$ cat src/rtl/uart_cmd_assembler.sv
// rtl/uart_cmd_assembler.sv - assembles two-byte (command, address) frames from UART bytes
// and hands validated frames to the sensor-control logic over a valid/ready handshake.
module uart_cmd_assembler #(
  parameter int unsigned CLKS_TIMEOUT = 2500000,
  parameter logic [7:0]  MAX_CMD      = 8'h07,
  parameter logic [7:0]  MAX_ADDR     = 8'h1F
) (
  input  logic       i_Clock,
  input  logic       i_Reset,
  input  logic       i_Rx_DV,
  input  logic [7:0] i_Rx_Byte,
  input  logic       i_Cmd_Ready,
  output logic       o_Cmd_Valid,
  output logic [7:0] o_Cmd,
  output logic [7:0] o_Addr,
  output logic       o_Timeout,
  output logic       o_Frame_Err,
  output logic       o_Overrun
);

  typedef enum logic [1:0] {
    S_WAIT_CMD  = 2'd0,
    S_WAIT_ADDR = 2'd1,
    S_CHECK     = 2'd2,
    S_HOLD      = 2'd3
  } state_t;

  localparam logic [21:0] TIMER_LAST = 22'(CLKS_TIMEOUT - 1);

  state_t      state, state_n;
  logic [21:0] timer, timer_n;
  logic [7:0]  cmd_reg, cmd_reg_n;
  logic [7:0]  addr_reg, addr_reg_n;
  logic [7:0]  cmd_out_n, addr_out_n;
  logic        valid_n, timeout_n, frame_err_n, overrun_n;

  always_ff @(posedge i_Clock) begin
    if (i_Reset) begin
      state       <= S_WAIT_CMD;
      timer       <= '0;
      cmd_reg     <= '0;
      addr_reg    <= '0;
      o_Cmd       <= '0;
      o_Addr      <= '0;
      o_Cmd_Valid <= 1'b0;
      o_Timeout   <= 1'b0;
      o_Frame_Err <= 1'b0;
      o_Overrun   <= 1'b0;
    end else begin
      state       <= state_n;
      timer       <= timer_n;
      cmd_reg     <= cmd_reg_n;
      addr_reg    <= addr_reg_n;
      o_Cmd       <= cmd_out_n;
      o_Addr      <= addr_out_n;
      o_Cmd_Valid <= valid_n;
      o_Timeout   <= timeout_n;
      o_Frame_Err <= frame_err_n;
      o_Overrun   <= overrun_n;
    end
  end

  // Timer defaults to zero so it clears on every state entry and only runs in S_WAIT_ADDR.
  always_comb begin
    state_n     = state;
    timer_n     = '0;
    cmd_reg_n   = cmd_reg;
    addr_reg_n  = addr_reg;
    cmd_out_n   = o_Cmd;
    addr_out_n  = o_Addr;
    valid_n     = o_Cmd_Valid;
    timeout_n   = 1'b0;
    frame_err_n = 1'b0;
    overrun_n   = 1'b0;

    case (state)
      S_WAIT_CMD: begin
        if (i_Rx_DV) begin
          cmd_reg_n = i_Rx_Byte;
          state_n   = S_WAIT_ADDR;
        end
      end

      S_WAIT_ADDR: begin
        if (i_Rx_DV) begin
          addr_reg_n = i_Rx_Byte;
          state_n    = S_CHECK;
        end else if (timer == TIMER_LAST) begin
          timeout_n = 1'b1;
          state_n   = S_WAIT_CMD;
        end else begin
          timer_n = timer + 22'd1;
        end
      end

      S_CHECK: begin
        overrun_n = i_Rx_DV;
        if ((cmd_reg <= MAX_CMD) && (addr_reg <= MAX_ADDR)) begin
          cmd_out_n  = cmd_reg;
          addr_out_n = addr_reg;
          valid_n    = 1'b1;
          state_n    = S_HOLD;
        end else begin
          frame_err_n = 1'b1;
          state_n     = S_WAIT_CMD;
        end
      end

      S_HOLD: begin
        valid_n = 1'b1;
        if (i_Cmd_Ready) begin
          valid_n = 1'b0;
          // A byte arriving with the handshake starts the next frame immediately.
          if (i_Rx_DV) begin
            cmd_reg_n = i_Rx_Byte;
            state_n   = S_WAIT_ADDR;
          end else begin
            state_n = S_WAIT_CMD;
          end
        end else begin
          overrun_n = i_Rx_DV;
        end
      end

      default: begin
        state_n = S_WAIT_CMD;
        valid_n = 1'b0;
      end
    endcase
  end

endmodule

$ cat config.mk
export PLATFORM = sky130hd
export DESIGN_NAME = uart_cmd_assembler
export DESIGN_NICKNAME = d
export VERILOG_FILES = /design/src/rtl/uart_cmd_assembler.sv
export SDC_FILE = /design/constraint.sdc
export NUM_CORES = 1
export LEC_CHECK = 0
export ABC_AREA = 1
export ABC_CLOCK_PERIOD_IN_PS = 3000
export BUFFER_PORTS_ARGS = -buffer_cell sky130_fd_sc_hd__buf_2
export CAP_MARGIN = 20
export CORE_MARGIN = 2
export CORE_UTILIZATION = 35
export CTS_CLUSTER_DIAMETER = 80
export DETAILED_ROUTE_END_ITERATION = 8
export GPL_TIMING_DRIVEN = 0
export HOLD_SLACK_MARGIN = 0.03
export PLACE_DENSITY_LB_ADDON = 0.3
export SETUP_SLACK_MARGIN = 0.4
export SYNTH_ARGS = -nofsm -noshare
export SYNTH_HDL_FRONTEND = slang
export SYNTH_SLANG_ARGS = --single-unit
$ cat constraint.sdc
create_clock -name i_Clock -period 3 [get_ports i_Clock]
set_input_delay 0.6 -clock i_Clock [delete_from_list [all_inputs] [get_ports i_Clock]]
set_output_delay 0.6 -clock i_Clock [all_outputs]
set_load 0.02 [all_outputs]
# == Word level (Yosys, flattened, before mapping) ==
# Index checks and enable logic that the tools add are counted.
# word_totals
ff_bits,60
# op_classes
n_addsub,1
n_lt_le_gt_ge,2
eq_ne,8
mux,17
n_bitwise,2
n_reduce_logical,12
# ops
cell,count
$add A22 B1 Y22 const B,1
$eq A22 B22 Y1 const B,1
$mux W8,2
$pmux W8 S2,1
$mux W2,5
$le A8 B3 Y1 const B,1
$le A8 B5 Y1 const B,1
$pmux W2 S4,1
$reduce_and A2 Y1,4
$mux W1,6
$ne A2 B2 Y1 const B,3
$eq A2 B2 Y1 const B,2
$pmux W1 S2,2
$reduce_bool A2 Y1,2
$reduce_or A4 Y1,1
$ne A3 B3 Y1 const B,1
$reduce_and A3 Y1,1
$reduce_or A3 Y1,1
$eq A2 B1 Y1 const B,1
$logic_not A2 Y1,1
$not A1 Y1,2
$reduce_or A2 Y1,1
$logic_and A1 B1 Y1,1

# == Longest topological paths before layout ==
# Gate-level depths: netlist (run 1).
# logic_depth
depth_word,4
depth_mapped,9

# == Worst setup path after synthesis (run 1) ==
# OpenSTA, ideal clock, no wires.
# synth_path
path_type,in2reg
start,input i_Reset
end,register timer[20]
arrival_time_ps,1310
required_time_ps,2883
path_slack_ps,1573
stages,5
n_path_buf,2
path_cell_list,clkbuf_1 inv_1 nand3_1 buf_2 nor2_1
# synth_between
elab_chain_len,1
# synth_rtl
item,line,rtl
"start, declared",9,"input logic i_Reset,"
$reduce_or A4 Y1 (no line),-,
"end signal, assigned",51,timer <= timer_n;
"end, declared",31,"logic [21:0] timer, timer_n;"
# Every way passes these cells.
# A chain may end at the register's enable or synchronous reset.

# == Worst setup path after layout (run 1) ==
# layout_path
start,register timer[0]
end,register timer[16]
# layout_between
elab_chain_len,2
# layout_rtl
item
branches (longest 2 deep; another with $add A22 B1 Y22)
# Several ways; the timed one is not identified.

==> impl_metrics.yaml, run 1 <==
status:
  status: "complete, no violations"
worst_setup_path:
  cpPeakStageDelay_ns: 0.35
  startpoint_type: "flop"
  arrival_ns: 1.83
  crit_slowest_cell: "dfxtp_1"
  path_class: "flop to flop"
  cp-end-kind: "flop"
  path_cells: "ha_1, nand3_2, nor2_1, nand3_1, nand3_1, buf_2, nor2_1"
  cp_max_fo: 10
  required_ns: 3.22
floorplanning:
  coreArea_mm2: 0.006756
  start_util_pct: 36.00
  die_w_um: 87.37
  rows: 30
  die_area_mm2: 0.007633
  die_y_um: 87.37
  io_pins: 32
clock_network:
  ctsRootBufferMaster: "clkbuf_8"
  clk_latency_ns: 0.34
  cts_resized: 0
  postCtsSetupBuffers: 0
  cts-buffers-inserted: 9
  h-tree-depth: 3
  clk_pin_slew_ns: 0.06
  cts_sinks: 60
  cts_hold_buf: 0
  cts_tree: "built"
  clockBufferDepth: 2
route:
  drc: 0
  wl_mm: 4.923
  routedWlPerCell_um: 10.87
  dr.pass1.iters: 4
  ant_nets: 0
  drt_iter0_drc: 66
  via_per_inst: 4.623
  dr_total_vias: 2094
timing:
  clock.fmax_mhz: 623.8
  timing.final.crit_share_pct: 53.43
  rsz0062_at_grt: "no"
  slew_headroom_pct: 72.19
  setup_viol: 0
  period_minus_slack_ns: 1.603
  worst_pin_slew_ns: 0.4172
  hold_viol: 0
  finClkSkew_ns: 0.004125
  slew_violations: 0
  tns_ns: 0
  whs_ns: 0.4371
grt:
  grt_pass1_vias: 1984
  grt_antenna_before_repair: 0
  grt_max_degree: 11
  grt_pass1_wl_mm: 8.576
  track_usage_pct: 14.50
  gr-total-overflow: 0
power_and_ir_drop:
  comb_power_share_pct: 6.8
  p_seq_share_pct: 51.2
  p_clk_share_pct: 42.0
  p_sw_w: 0.0003960
  finalPower_w: 0.001636
  power.share.switching_pct: 24.21
  leakage_nw: 1.139
  intPower_w: 0.001240
  ir_worst_vdd_uv: 283.9
  power_density_mw_per_mm2: 570.6
yosys:
  yosys.area.top_type: "dfxtp_1"
  yosysUniqueCellTypes: 29
  synth_xor_area_share_pct: 3.241
  synth.avg_cell_area_um2: 7.438
  synth_top_area_share_pct: 49.38
  synth-seq-area-share_pct: 49.38
  syn-cell-area_mm2: 0.002432
  syn_nets: 340
  synth_mux_area_share_pct: 0
  synth_compound_area_share_pct: 12.24
  synth-simple-area-share_pct: 27.73
  synth_fa_ha_area_share_pct: 0.5144
  synth_cells: 327
  synth_area_leaders: "dfxtp_1 (49%), nor2_1 (11%), nand2_1 (9.3%), o21ai_0 (6.0%), inv_1 (4.8%)"
  ys_ff_latch: 60
  synth_top_family_by_area: "simple AND/OR/NAND/NOR gates"
  yosys_warnings: 0
layout:
  drive_gt1_share_pct: 15.82
  largest_reg_flops: 22
  largest-register: "timer"
  fin_cells: 453
  nNetsFinal: 381
  final.fill_count: 714
  areaGrowthSynthToFinish_pct: 17.85
  antenna_cells: 0
placement:
  gp_congestion: 0.8097
  dp_hpwl_mm: 3.568
  dp.cells: 437
  numPortBuffers: 30
flow_run:
  maxCapViolations: 0
worst_hold_path:
  min-delay-path-class: "flop to flop"
power groups by stage:
stage	Sequential (W)	Combinational (W)	Clock, W
after CTS	0.000837	0.000112	0.000706
after global placement	0.000854	0.000110	0
after global routing	0.000840	0.000128	0.000741
after detailed placement	0.000855	0.000111	0
after floorplan	0.000858	0.0000735	0
final	0.000838	0.000110	0.000688
cell usage in the layout (no fill, tap or decap), drive strengths merged, types with 6 or more instances in the layout:
cell type  synthesis  routed
nand3             13      13
a21oi             24      24
nand2             60      60
o21ai             29      29
nor2              73      73
xnor2              6       6
buf                4      34
inv               34      34
clkbuf             4      15
dfxtp             60      60
path summary, 6_finish.rpt:
check | startpoint | end | slack [ns] | depth (start not counted)
max | timer[0] | timer[16] | 1.40 | 7
min | o_Cmd[5] | o_Cmd[5] | 0.44 | 2
max reg2reg | timer[0] | timer[16] | 1.40 | 7
min reg2reg | o_Cmd[5] | o_Cmd[5] | 0.44 | 2
cells by family after synthesis:
family          after synthesis
flops                        60
xor+xnor                      9
fa+ha+maj                     1
simple gates                158
compound gates               57
buf+inv                      42
critical path, delay by kind of cell, from the launching register on:
kind / cells / cell delay [ns]
adders and majority gates: 1 / 0.21
buffers and inverters: 1 / 0.25
DFF: 1 / 0.35
and+or+nand+nor: 5 / 0.67
layout make-up:
type	count	area (um^2)	area share [%]
multi-input combinational	225	1064	37.10
inverter	34	127.6	4.452
clock inverter	5	52.55	1.833
clock buffer	11	131.4	4.583
buffer	8	40.04	1.397
tap	80	100.1	3.492
sequential	60	1201	41.90
timing repair buffer	30	150.1	5.238
Yosys cell counts, drive strengths merged:
library cell	instances
nor3	5
nand3	13
clkbuf	4
nor2	73
dfxtp	60
nand3b	2
xor2	3
a31oi	1
a2111oi	1
nand4	2
inv	34
or2	3
o22ai	1
a21oi	24
ha	1
nand2	60
xnor2	6
o21ai	29
buf	4
o21bai	1
stage by stage:
stage	instance area [um^2]	utilization [%]	setup WS, ns
CTS	2867	42.43	1.355
global placement	2683	39.70	1.288
global route	2867	42.43	1.230
finish	2867	42.43	1.397
detailed placement	2683	39.70	1.299
floorplan	2432	-	1.573
routing by layer:
metal	share of wire [%]	up-vias	global-route usage (%)
met1	45	930	17.00
met3	4.6	10	4.550
met5	0	-	0
met2	48	34	24.04
li1	-	1120	-
met4	2.0	0	6.713
Power figures use the tool's default switching activity.
==> run 2: changes to the inputs <==
- ABC_CLOCK_PERIOD_IN_PS: 3000 -> 1700
- clock period: 3 -> 1.7 ns (I/O delays scaled with it)
==> impl_metrics.yaml, run 2 (synthesis results as in run 1) <==
status:
  status: "complete, no violations"
timing:
  setup_viol: 0
  slew_headroom_pct: 69.55
  clock.fmax_mhz: 760.6
  period_minus_slack_ns: 1.315
  worst_pin_slew_ns: 0.4567
  rsz0062_at_grt: "yes"
  timing.final.crit_share_pct: 77.34
  hold_viol: 0
  finClkSkew_ns: 0.006727
  tns_ns: 0
  slew_violations: 0
grt:
  grt_max_degree: 11
  track_usage_pct: 15.75
  gr-total-overflow: 0
  grt_pass1_wl_mm: 9.501
  grt_pass1_vias: 2174
  grt_antenna_before_repair: 0
placement:
  numPortBuffers: 30
  gp_congestion: 0.7610
  dp_hpwl_mm: 3.509
clock_network:
  cts-buffers-inserted: 9
  clk_latency_ns: 0.33
  h-tree-depth: 3
  clockBufferDepth: 2
  cts_tree: "built"
  cts_hold_buf: 0
  clk_pin_slew_ns: 0.07
  ctsRootBufferMaster: "clkbuf_8"
  cts_sinks: 60
flow_run:
  maxCapViolations: 0
power_and_ir_drop:
  comb_power_share_pct: 8.5
  p_clk_share_pct: 41.7
  power_density_mw_per_mm2: 901.5
  power.share.switching_pct: 24.20
  leakage_nw: 1.276
  ir_worst_vdd_uv: 587.5
  p_sw_w: 0.0007186
  intPower_w: 0.002251
  p_seq_share_pct: 49.8
layout:
  drive_gt1_share_pct: 33.42
  areaGrowthSynthToFinish_pct: 35.44
  final_common_cell: "nor2_1"
  largest_reg_flops: 22
  layout_common_cells: "nor2_1 (60), nand2_1 (57), dfxtp_1 (43)"
  fin_util_pct: 48.76
  antenna_cells: 0
  largest-register: "timer"
  nNetsFinal: 401
worst_hold_path:
  min-delay-path-class: "input port to flop"
  min_from: "i_Rx_Byte[1]"
worst_setup_path:
  startpoint_type: "flop"
  path_class: "flop to flop"
  arrival_ns: 1.53
  cp-end-kind: "flop"
  required_ns: 1.92
  startpoint: "timer[1]"
  cp_max_fo: 6
  r2r-start: "timer[1]"
route:
  routedWlPerCell_um: 11.83
  drc: 0
  wl_mm: 5.585
  dr.pass1.iters: 4
  dr_total_vias: 2217
  via_per_inst: 4.697
  drt_iter0_drc: 76
  ant_nets: 0
floorplanning:
  coreArea_mm2: 0.006756
  rows: 30
  die_y_um: 87.37
  io_pins: 32
  die_area_mm2: 0.007633
  start_util_pct: 36.00
  die_w_um: 87.37
## run 2: stage by stage
stage	power, W	instance area, um^2	setup WS [ns]	cells	hold WS [ns]
2_1_floorplan	0.001645	2451	0.4076	327	0.3951
3_3_place_gp	0.001704	2701	0.2228	437	0.4050
3_5_place_dp	0.001707	2701	0.2055	437	0.4054
4_1_cts	0.002979	3112	0.4012	466	0.2423
5_1_grt	0.003095	3294	0.2907	472	0.2589
6_report	0.002970	3294	0.3853	472	0.2554
## run 2: cell type report
class                      count  area [um^2]
sequential                    60         1230
timing repair buffer          49        332.8
tap                           80        100.1
clock buffer                  10        137.6
fill                         661         3462
clock inverter                 5        52.55
timing repair inverter         1        7.507
inverter                      34        130.1
multi-input combinational    225         1246
buffer                         8        57.56
## run 2: power by group through the flow
stage	logic [W]	clock network, W	registers (W)
2_1_floorplan	0.000131	0	0.00151
6_report	0.000252	0.00124	0.00148
4_1_cts	0.000227	0.00127	0.00148
3_3_place_gp	0.000195	0	0.00151
3_5_place_dp	0.000198	0	0.00151
5_1_grt	0.000283	0.00133	0.00148
## run 2: worst max-delay path, cell delays in order, from the launching register on
cell and delay (ns):
dfxtp_2 0.36, ha_4 0.15, nand3_4 0.10, nor2_4 0.15
nand3_4 0.11, nand3_4 0.13, clkbuf_16 0.17, a21oi_1 0.04
## run 2: timing repair
item	4_1_cts	5_1_grt
hold endpoints to repair	0	0
setup buffers	11	5
pin swaps	8	16
endpoints found under the setup margin	55	50
gates resized for setup	34	47
gates cloned	3	1
## run 2: metal layers
metal | wire length, um | vias to the layer above | track usage (%)
met4 | 61 | 0 | 6.294
li1 | - | 1163 | -
met3 | 182 | 7 | 4.076
met2 | 2840 | 33 | 27.27
met5 | 0 | - | 0
met1 | 2500 | 1014 | 18.44
## run 2: final timing paths
kind | cells past startpoint | slack, ns | end
setup / recovery | 7 | 0.39 | timer[11]
hold / removal | 3 | 0.26 | cmd_reg[1]
setup reg to reg | 7 | 0.39 | timer[11]
hold reg to reg | 2 | 0.44 | o_Cmd[7]
